## src/rtl/mesh_conv_seq.sv

```systemverilog
// Job sequencer for a mesh of convolution cells: loads broadcast weights and per-cell pixels,
// launches the mesh, waits out the path run time, then streams each cell's result row-major.
module mesh_conv_seq #(
  parameter  int WIN_WIDTH  = 5,
  parameter  int WIN_HEIGHT = 6,
  parameter  int MESH_ROWS  = 4,
  parameter  int MESH_COLS  = 4,
  parameter  int DW         = 12,
  parameter  int VW         = 4,
  localparam int AW         = $clog2(WIN_WIDTH * WIN_HEIGHT),
  localparam int RW         = $clog2(MESH_ROWS),
  localparam int CW         = $clog2(MESH_COLS)
) (
  input  logic          ck,
  input  logic          res,
  input  logic          start,
  output logic          busy,
  output logic          done,
  input  logic          cfg_valid,
  output logic          cfg_ready,
  input  logic [VW-1:0] cfg_data,
  output logic          w_we,
  output logic [AW-1:0] w_addr,
  output logic [VW-1:0] w_data,
  output logic          px_we,
  output logic [RW-1:0] px_row,
  output logic [CW-1:0] px_col,
  output logic [VW-1:0] px_data,
  output logic          cell_res_n,
  output logic [RW-1:0] rd_row,
  output logic [CW-1:0] rd_col,
  input  logic [DW-1:0] rd_data,
  output logic          res_valid,
  input  logic          res_ready,
  output logic [DW-1:0] res_data,
  output logic          res_last,
  output logic [2:0]    state_dbg
);

  // Handshakes: a cfg beat transfers on a rising edge where cfg_valid && cfg_ready; a result beat
  // transfers where res_valid && res_ready. Once res_valid rises, res_data/res_last hold until taken.

  localparam int NW      = WIN_WIDTH * WIN_HEIGHT;
  localparam int RUN_CYC = 2 * NW + 2;
  localparam int RCW     = $clog2(RUN_CYC);

  typedef enum logic [2:0] {
    S_IDLE    = 3'd0,
    S_LOAD_W  = 3'd1,
    S_LOAD_PX = 3'd2,
    S_LAUNCH  = 3'd3,
    S_RUN     = 3'd4,
    S_FETCH   = 3'd5,
    S_OUT     = 3'd6,
    S_DONE    = 3'd7
  } state_t;

  state_t         state;
  logic [AW-1:0]  w_cnt;
  logic [RW-1:0]  ld_row;
  logic [CW-1:0]  ld_col;
  logic [RCW-1:0] run_cnt;

  assign state_dbg = state;

  always_ff @(posedge ck or negedge res) begin
    if (!res) begin
      state      <= S_IDLE;
      w_cnt      <= '0;
      ld_row     <= '0;
      ld_col     <= '0;
      run_cnt    <= '0;
      busy       <= 1'b0;
      done       <= 1'b0;
      cfg_ready  <= 1'b0;
      w_we       <= 1'b0;
      w_addr     <= '0;
      w_data     <= '0;
      px_we      <= 1'b0;
      px_row     <= '0;
      px_col     <= '0;
      px_data    <= '0;
      cell_res_n <= 1'b1;
      rd_row     <= '0;
      rd_col     <= '0;
      res_valid  <= 1'b0;
      res_data   <= '0;
      res_last   <= 1'b0;
    end else begin
      w_we  <= 1'b0;
      px_we <= 1'b0;
      done  <= 1'b0;
      case (state)
        S_IDLE: begin
          if (start) begin
            state     <= S_LOAD_W;
            busy      <= 1'b1;
            cfg_ready <= 1'b1;
            w_cnt     <= '0;
            ld_row    <= '0;
            ld_col    <= '0;
            run_cnt   <= '0;
            rd_row    <= '0;
            rd_col    <= '0;
          end
        end
        S_LOAD_W: begin
          if (cfg_valid && cfg_ready) begin
            w_we   <= 1'b1;
            w_addr <= w_cnt;
            w_data <= cfg_data;
            if (w_cnt == AW'(NW - 1)) begin
              w_cnt <= '0;
              state <= S_LOAD_PX;
            end else begin
              w_cnt <= w_cnt + AW'(1);
            end
          end
        end
        S_LOAD_PX: begin
          if (cfg_valid && cfg_ready) begin
            px_we   <= 1'b1;
            px_row  <= ld_row;
            px_col  <= ld_col;
            px_data <= cfg_data;
            if (ld_col == CW'(MESH_COLS - 1)) begin
              ld_col <= '0;
              if (ld_row == RW'(MESH_ROWS - 1)) begin
                ld_row     <= '0;
                cfg_ready  <= 1'b0;
                cell_res_n <= 1'b0;
                state      <= S_LAUNCH;
              end else begin
                ld_row <= ld_row + RW'(1);
              end
            end else begin
              ld_col <= ld_col + CW'(1);
            end
          end
        end
        S_LAUNCH: begin
          cell_res_n <= 1'b1;
          run_cnt    <= '0;
          state      <= S_RUN;
        end
        S_RUN: begin
          // Counts every cycle with the mesh released, starting with the first one.
          if (run_cnt == RCW'(RUN_CYC - 1)) begin
            run_cnt <= '0;
            rd_row  <= '0;
            rd_col  <= '0;
            state   <= S_FETCH;
          end else begin
            run_cnt <= run_cnt + RCW'(1);
          end
        end
        S_FETCH: begin
          res_data  <= rd_data;
          res_valid <= 1'b1;
          res_last  <= (rd_row == RW'(MESH_ROWS - 1)) && (rd_col == CW'(MESH_COLS - 1));
          state     <= S_OUT;
        end
        S_OUT: begin
          if (res_ready) begin
            res_valid <= 1'b0;
            res_last  <= 1'b0;
            if (res_last) begin
              rd_row <= '0;
              rd_col <= '0;
              done   <= 1'b1;
              state  <= S_DONE;
            end else begin
              if (rd_col == CW'(MESH_COLS - 1)) begin
                rd_col <= '0;
                rd_row <= rd_row + RW'(1);
              end else begin
                rd_col <= rd_col + CW'(1);
              end
              state <= S_FETCH;
            end
          end
        end
        S_DONE: begin
          busy  <= 1'b0;
          state <= S_IDLE;
        end
        default: state <= S_IDLE;
      endcase
    end
  end

endmodule

```

## config.mk

```make
export PLATFORM = sky130hd
export DESIGN_NAME = mesh_conv_seq
export DESIGN_NICKNAME = d
export VERILOG_FILES = /design/src/rtl/mesh_conv_seq.sv
export SDC_FILE = /design/constraint.sdc
export NUM_CORES = 1
export LEC_CHECK = 0
export BUFFER_PORTS_ARGS = -buffer_cell sky130_fd_sc_hd__buf_2
export CAP_MARGIN = 10
export CORE_MARGIN = 5
export CORE_UTILIZATION = 53
export CTS_BUF_LIST = sky130_fd_sc_hd__clkbuf_16
export DETAILED_ROUTE_END_ITERATION = 8
export PLACE_DENSITY = 0.81
export SYNTH_ARGS = -nofsm -noshare
export SYNTH_HDL_FRONTEND = slang
export SYNTH_SLANG_ARGS = --single-unit
```

## constraint.sdc

```tcl
create_clock -name ck -period 1.9 [get_ports ck]
set_input_delay 0.095 -clock ck [delete_from_list [all_inputs] [get_ports ck]]
set_output_delay 0.095 -clock ck [all_outputs]
set_load 0.02 [all_outputs]
```

Yosys cells after proc, flatten, opt, wreduce, memory -nomap -nowiden
Cells that the tools add are included.

cells by class
  add/subtract/negate cells = 6
  eq/ne operators = 22
  multiplexer cells = 50
  reduce and logical (&&, ||, !) cells = 23

operators by type and width
  kind                                                 count
  two-way mux 2 bit                                    14
  two-way mux 3 bit                                    8
  one-hot mux 3 bit (8 select lines)                   1
  one-hot mux 6 bit (3 select lines)                   1
  inequality test 2 bit, second input constant         8
  two-way mux 5 bit                                    3
  equality test 3 bit, second input constant           4
  two-way mux 6 bit                                    2
  one-hot mux 2 bit (3 select lines)                   2
  AND reduction 4 bit                                  3
  two-way mux 1 bit                                    11
  one-hot mux 1 bit (2 select lines)                   5
  one-hot mux 5 bit (2 select lines)                   1
  AND reduction 2 bit                                  5
  AND reduction 5 bit                                  2
  nonzero test 2 bit                                   5
  adder 2 x 1 -> 2 bit, second input constant          4
  equality test 2 bit, second input constant           4
  one-hot mux 2 bit (2 select lines)                   2
  AND reduction 8 bit                                  1
  adder 6 x 1 -> 6 bit, second input constant          1
  equality test 3 x 2 -> 1 bit, second input constant  2
  equality test 6 bit, second input constant           1
  AND reduction 3 bit                                  2
  7 further kinds                                      9

storage, ports and cells
  flip-flop bits (word level) = 59
  input bits = 21

Longest topological paths before layout
  word-level depth = 5
  depth in mapped cells = 6

Worst setup path after synthesis
No wires, ideal clock.

  path kind = flip-flop to flip-flop
  start point = register cfg_ready
  end point = register ld_row[0]
  library setup time = 0.125 ns
  data arrival time = 1.581 ns
  required time = 1.775 ns
  slack = 0.194 ns
  cell stages (with the launch flop) = 6
  path buffers = 1
  clock period less this slack = 1.706 ns
  cells stage by stage = dfrtp_1 > nand2_1 > or3_1 > buf_2 > o2bb2ai_2 > mux2_4

between the ends
  word-level cells in the longest chain between the ends = 3

ends and longest elaborated chain
  what                             line  source
  from (decl)                      20    output logic cfg_ready,
  from (signal assigned)           75    cfg_ready <= 1'b0;
  from (signal assigned)           98    cfg_ready <= 1'b1;
  from (signal assigned)           130   cfg_ready <= 1'b0;
  logical AND 1 bit                121   if (cfg_valid && cfg_ready) begin
  inequality test 2 bit (no line)  -
  AND reduction 4 bit (no line)    -
  to (signal assigned)             134   ld_row <= ld_row + RW'(1);
  to (decl)                        60    logic [RW-1:0] ld_row;

Every way passes these cells.
A chain may end at the register's enable or synchronous reset.

Worst setup path after layout
  start point = register w_cnt[0]
  end point = register w_cnt[0]

between the ends
  word-level cells in the longest chain between the ends = 4
  elaborated cells between the ends (all ways) = 5

ends and longest elaborated chain
  what                                                         line      source
  from (decl)                                                  59        logic [AW-1:0] w_cnt;
  from (signal assigned)                                       116       w_cnt <= w_cnt + AW'(1);
  adder 5 x 1 -> 5 bit or equality test 5 bit (tied branches)  116, 112
  two-way mux 5 bit *                                          112       if (w_cnt == AW'(NW - 1)) begin
  two-way mux 5 bit *                                          108       if (cfg_valid && cfg_ready) begin
  one-hot mux 5 bit (2 select lines) *                         93        case (state)

Mark *: on every way between the ends. The rest lies on a longest branch, timed or not. The select of a mux whose other input is x is not followed.

==> impl_metrics.env <==
export IMPL_cts_resized=0
export IMPL_cap_viol_max_count=0
export IMPL_final_max_slew_violation_count=0
export IMPL_core_sq_um=5042
export IMPL_synth_edff_count=0
export IMPL_synth_seq_cells=59
export IMPL_skew_ns=0.004948
export IMPL_final_nets=347
export IMPL_synthFlopType="dfrtp_1"
export IMPL_postRouteAntennaNets=0
export IMPL_power_frac_clock=0.237
export IMPL_netlist_area_sq_um=2719
export IMPL_min_period_ns=1.756
export IMPL_worstSkewPairLatency_ns=0.32
export IMPL_cp_start_kind="flip-flop"
export IMPL_grt_max_degree=34
export IMPL_synthToLayoutAreaGrowth_pct=27.47
export IMPL_die_h_um=81.63
export IMPL_yosysWarnings=0
export IMPL_p_per_area_nw_per_um2=1657
export IMPL_grt_ovfl_total=0
export IMPL_h_tree_depth=3
export IMPL_yosys_area_top_type_share=0.5338
export IMPL_async_flop_share=1.000
export IMPL_p_seq_frac=0.361
export IMPL_hold_viol_final=0
export IMPL_n_antenna_cell=0
export IMPL_drt_iter0_drc=98
export IMPL_hpwl_um=4271
export IMPL_wl_um=6044
export IMPL_rsz0062_at_grt="false"
export IMPL_final_setup_tns_ns=0
export IMPL_post_route_drc_count=0
export IMPL_fp_dieW_um=81.63
export IMPL_die_area_sq_um=6663
export IMPL_crit_path_end_kind="flip-flop"
export IMPL_status="finished clean"
export IMPL_switching_power_mw=2.215
export IMPL_intPower_mw=3.529
export IMPL_vias_per_cell=5.298
export IMPL_slew_limit_headroom=0.5822
export IMPL_grtUsageTotal=0.2040
export IMPL_synth_common_cells="dfrtp_1 (58), nand2_1 (40), mux2_2 (23)"
export IMPL_grt_pass1_vias=2104
export IMPL_pwr_share_comb=0.402
export IMPL_start_util=0.5392
export IMPL_ir_drop_mv=1.093
export IMPL_worst_pin_slew_ns=0.6266
export IMPL_clock_path_buffers=2
export IMPL_grt_pass1_wl_um=10030
export IMPL_num_rows=26
export IMPL_dpl_worst_slack_ns=0.1798
export IMPL_vias=2077
export IMPL_layout_setup_ws_ns=0.1441
export IMPL_final_setup_viol_count=0
export IMPL_io_pins=65
export IMPL_worstPathRequired_ns=2.13
export IMPL_synth_area_leaders="dfrtp_1 (53%), mux2_2 (9.5%), nand2_1 (5.5%)"
export IMPL_antenna_found_initial=0
export IMPL_dp_cells=371
export IMPL_synthCells=237
export IMPL_power_leakage_nw=1.741
export IMPL_post_route_period_util=0.9241
export IMPL_drt_pass1_iter_count=4
export IMPL_clk_pin_slew_ns=0.05
export IMPL_cts_setup_buffers=0
export IMPL_drive_above_1_share=0.3758
export IMPL_syn_mean_instance_area_sq_um=11.47
export IMPL_yosys_area_top_type="dfrtp_1"
export IMPL_worstPathMaxFanout=5
export IMPL_hold_path_class="input port to flip-flop"
export IMPL_timing_fmax_ghz=0.5695
export IMPL_swShare=0.3856
export IMPL_yosysMostFrequentCell="dfrtp_1"
export IMPL_finalPower_mw=5.744
export IMPL_numCtsBuffers=9
export IMPL_clock_sinks=59
export IMPL_cts_root_buf="clkbuf_16"
export IMPL_wl_per_cell_um=15.42
export IMPL_yosysUniqueCellTypes=47
export IMPL_place_gp_congestion=0.8446
export IMPL_critPathKind="flip-flop to flip-flop"
export IMPL_final_cells=392
export IMPL_synth_nets=266
export IMPL_arrival_ns=1.98
export IMPL_io_buffers=64
export IMPL_cts_tree="built"
export IMPL_synth_seq_area_share=0.5435
-- metrics by stage --
| stage | area (sq um) | hold slack (ns) | utilization |
|---|---|---|---|
| 3_5_place_dp | 3154 | 0.1432 | 0.6256 |
| 2_1_floorplan | 2719 | -0.2006 | - |
| 3_3_place_gp | 3154 | 0.1333 | 0.6256 |
| 5_1_grt | 3466 | 0.0002357 | 0.6873 |
| 4_1_cts | 3456 | 0.0005056 | 0.6854 |
| 6_report | 3466 | 0.008724 | 0.6873 |
-- per-layer routing --
layer,vias to the layer above,GRT usage,part of all wire
li1,1010,-,-
met4,0,0.06977,0.013
met3,8,0.09211,0.087
met5,-,0,0
met1,999,0.2541,0.40
met2,60,0.3160,0.50
-- cell usage in the layout, fill, tap and decap left out, types with 4 or more instances in the layout --
cell,synthesis,routed
inv_1,6,8
ha_1,8,8
nand3_1,9,9
nor2_1,8,8
mux2_2,23,23
mux2i_1,4,4
dfrtp_1,58,58
o21ai_0,11,11
dlygate4sd3_1,0,6
buf_4,2,6
a31oi_1,4,4
clkbuf_16,0,9
nand2b_1,7,7
and3_1,4,4
buf_2,3,64
a21oi_1,7,7
nand2_1,40,40
-- state kept, by name, summed over array words and instances, names as in the netlist, 3 cells and up --
register	flops
run_cnt	6
res_data	12
w_cnt	5
state_dbg	3
w_addr	5
px_data	4
w_data	4
-- worst paths after layout --
kind | start | endpoint | slack (ns) | cells past startpoint
max in group asynchronous | res | px_data[3] | 0.98 | 3
min reg2reg | px_col[1] | px_col[1] | 0.46 | 2
min | rd_data[0] | res_data[0] | 0.009 | 2
max reg2reg | w_cnt[0] | w_cnt[0] | 0.14 | 5
min in group asynchronous | res | rd_row[0] | 0.34 | 2
max | w_cnt[0] | w_cnt[0] | 0.14 | 5
-- worst max-delay path: stages, from the launching register on --
cell	delay, ns
dfrtp_1	0.43
ha_1	0.22
and4_1	0.20
or3_1	0.37
nand2b_1	0.23
mux2i_1	0.20
-- power by group through the flow --
stage	registers (mW)	clock network, mW	logic [mW]
after CTS	2.07	1.39	2.32
after floorplan	2.45	0	1.18
after global routing	2.14	1.46	2.52
after detailed placement	2.08	0	2.30
final	2.07	1.36	2.31
after global placement	2.05	0	2.23
-- layout make-up --
class	count	area (sq um)
timing repair buffer	77	445.4
clock inverter	6	26.28
tap	70	87.58
multi-input combinational	163	1160
sequential	59	1478
fill	367	1577
inverter	8	43.79
clock buffer	9	225.2
-- cell families (layout without fill, tap and decap cells) --
kind of cell / Yosys count / in the layout / share of synthesized area
AOI/OAI and AO/OA: 40 / 40 / 0.1072
adders and majority gates: 8 / 8 / 0.03682
and+or+nand+nor: 85 / 85 / 0.1583
buffers and inverters: 15 / 100 / 0.02991
muxes: 29 / 29 / 0.1210
xor gates and xnor gates: 1 / 1 / 0.003222
DFF: 59 / 59 / 0.5435
-- what timing repair did --
action,in CTS,in global routing
endpoints found under the setup margin,0,0
hold buffers,5,1
hold endpoints to repair,29,1
Power figures use the tool's default switching activity.
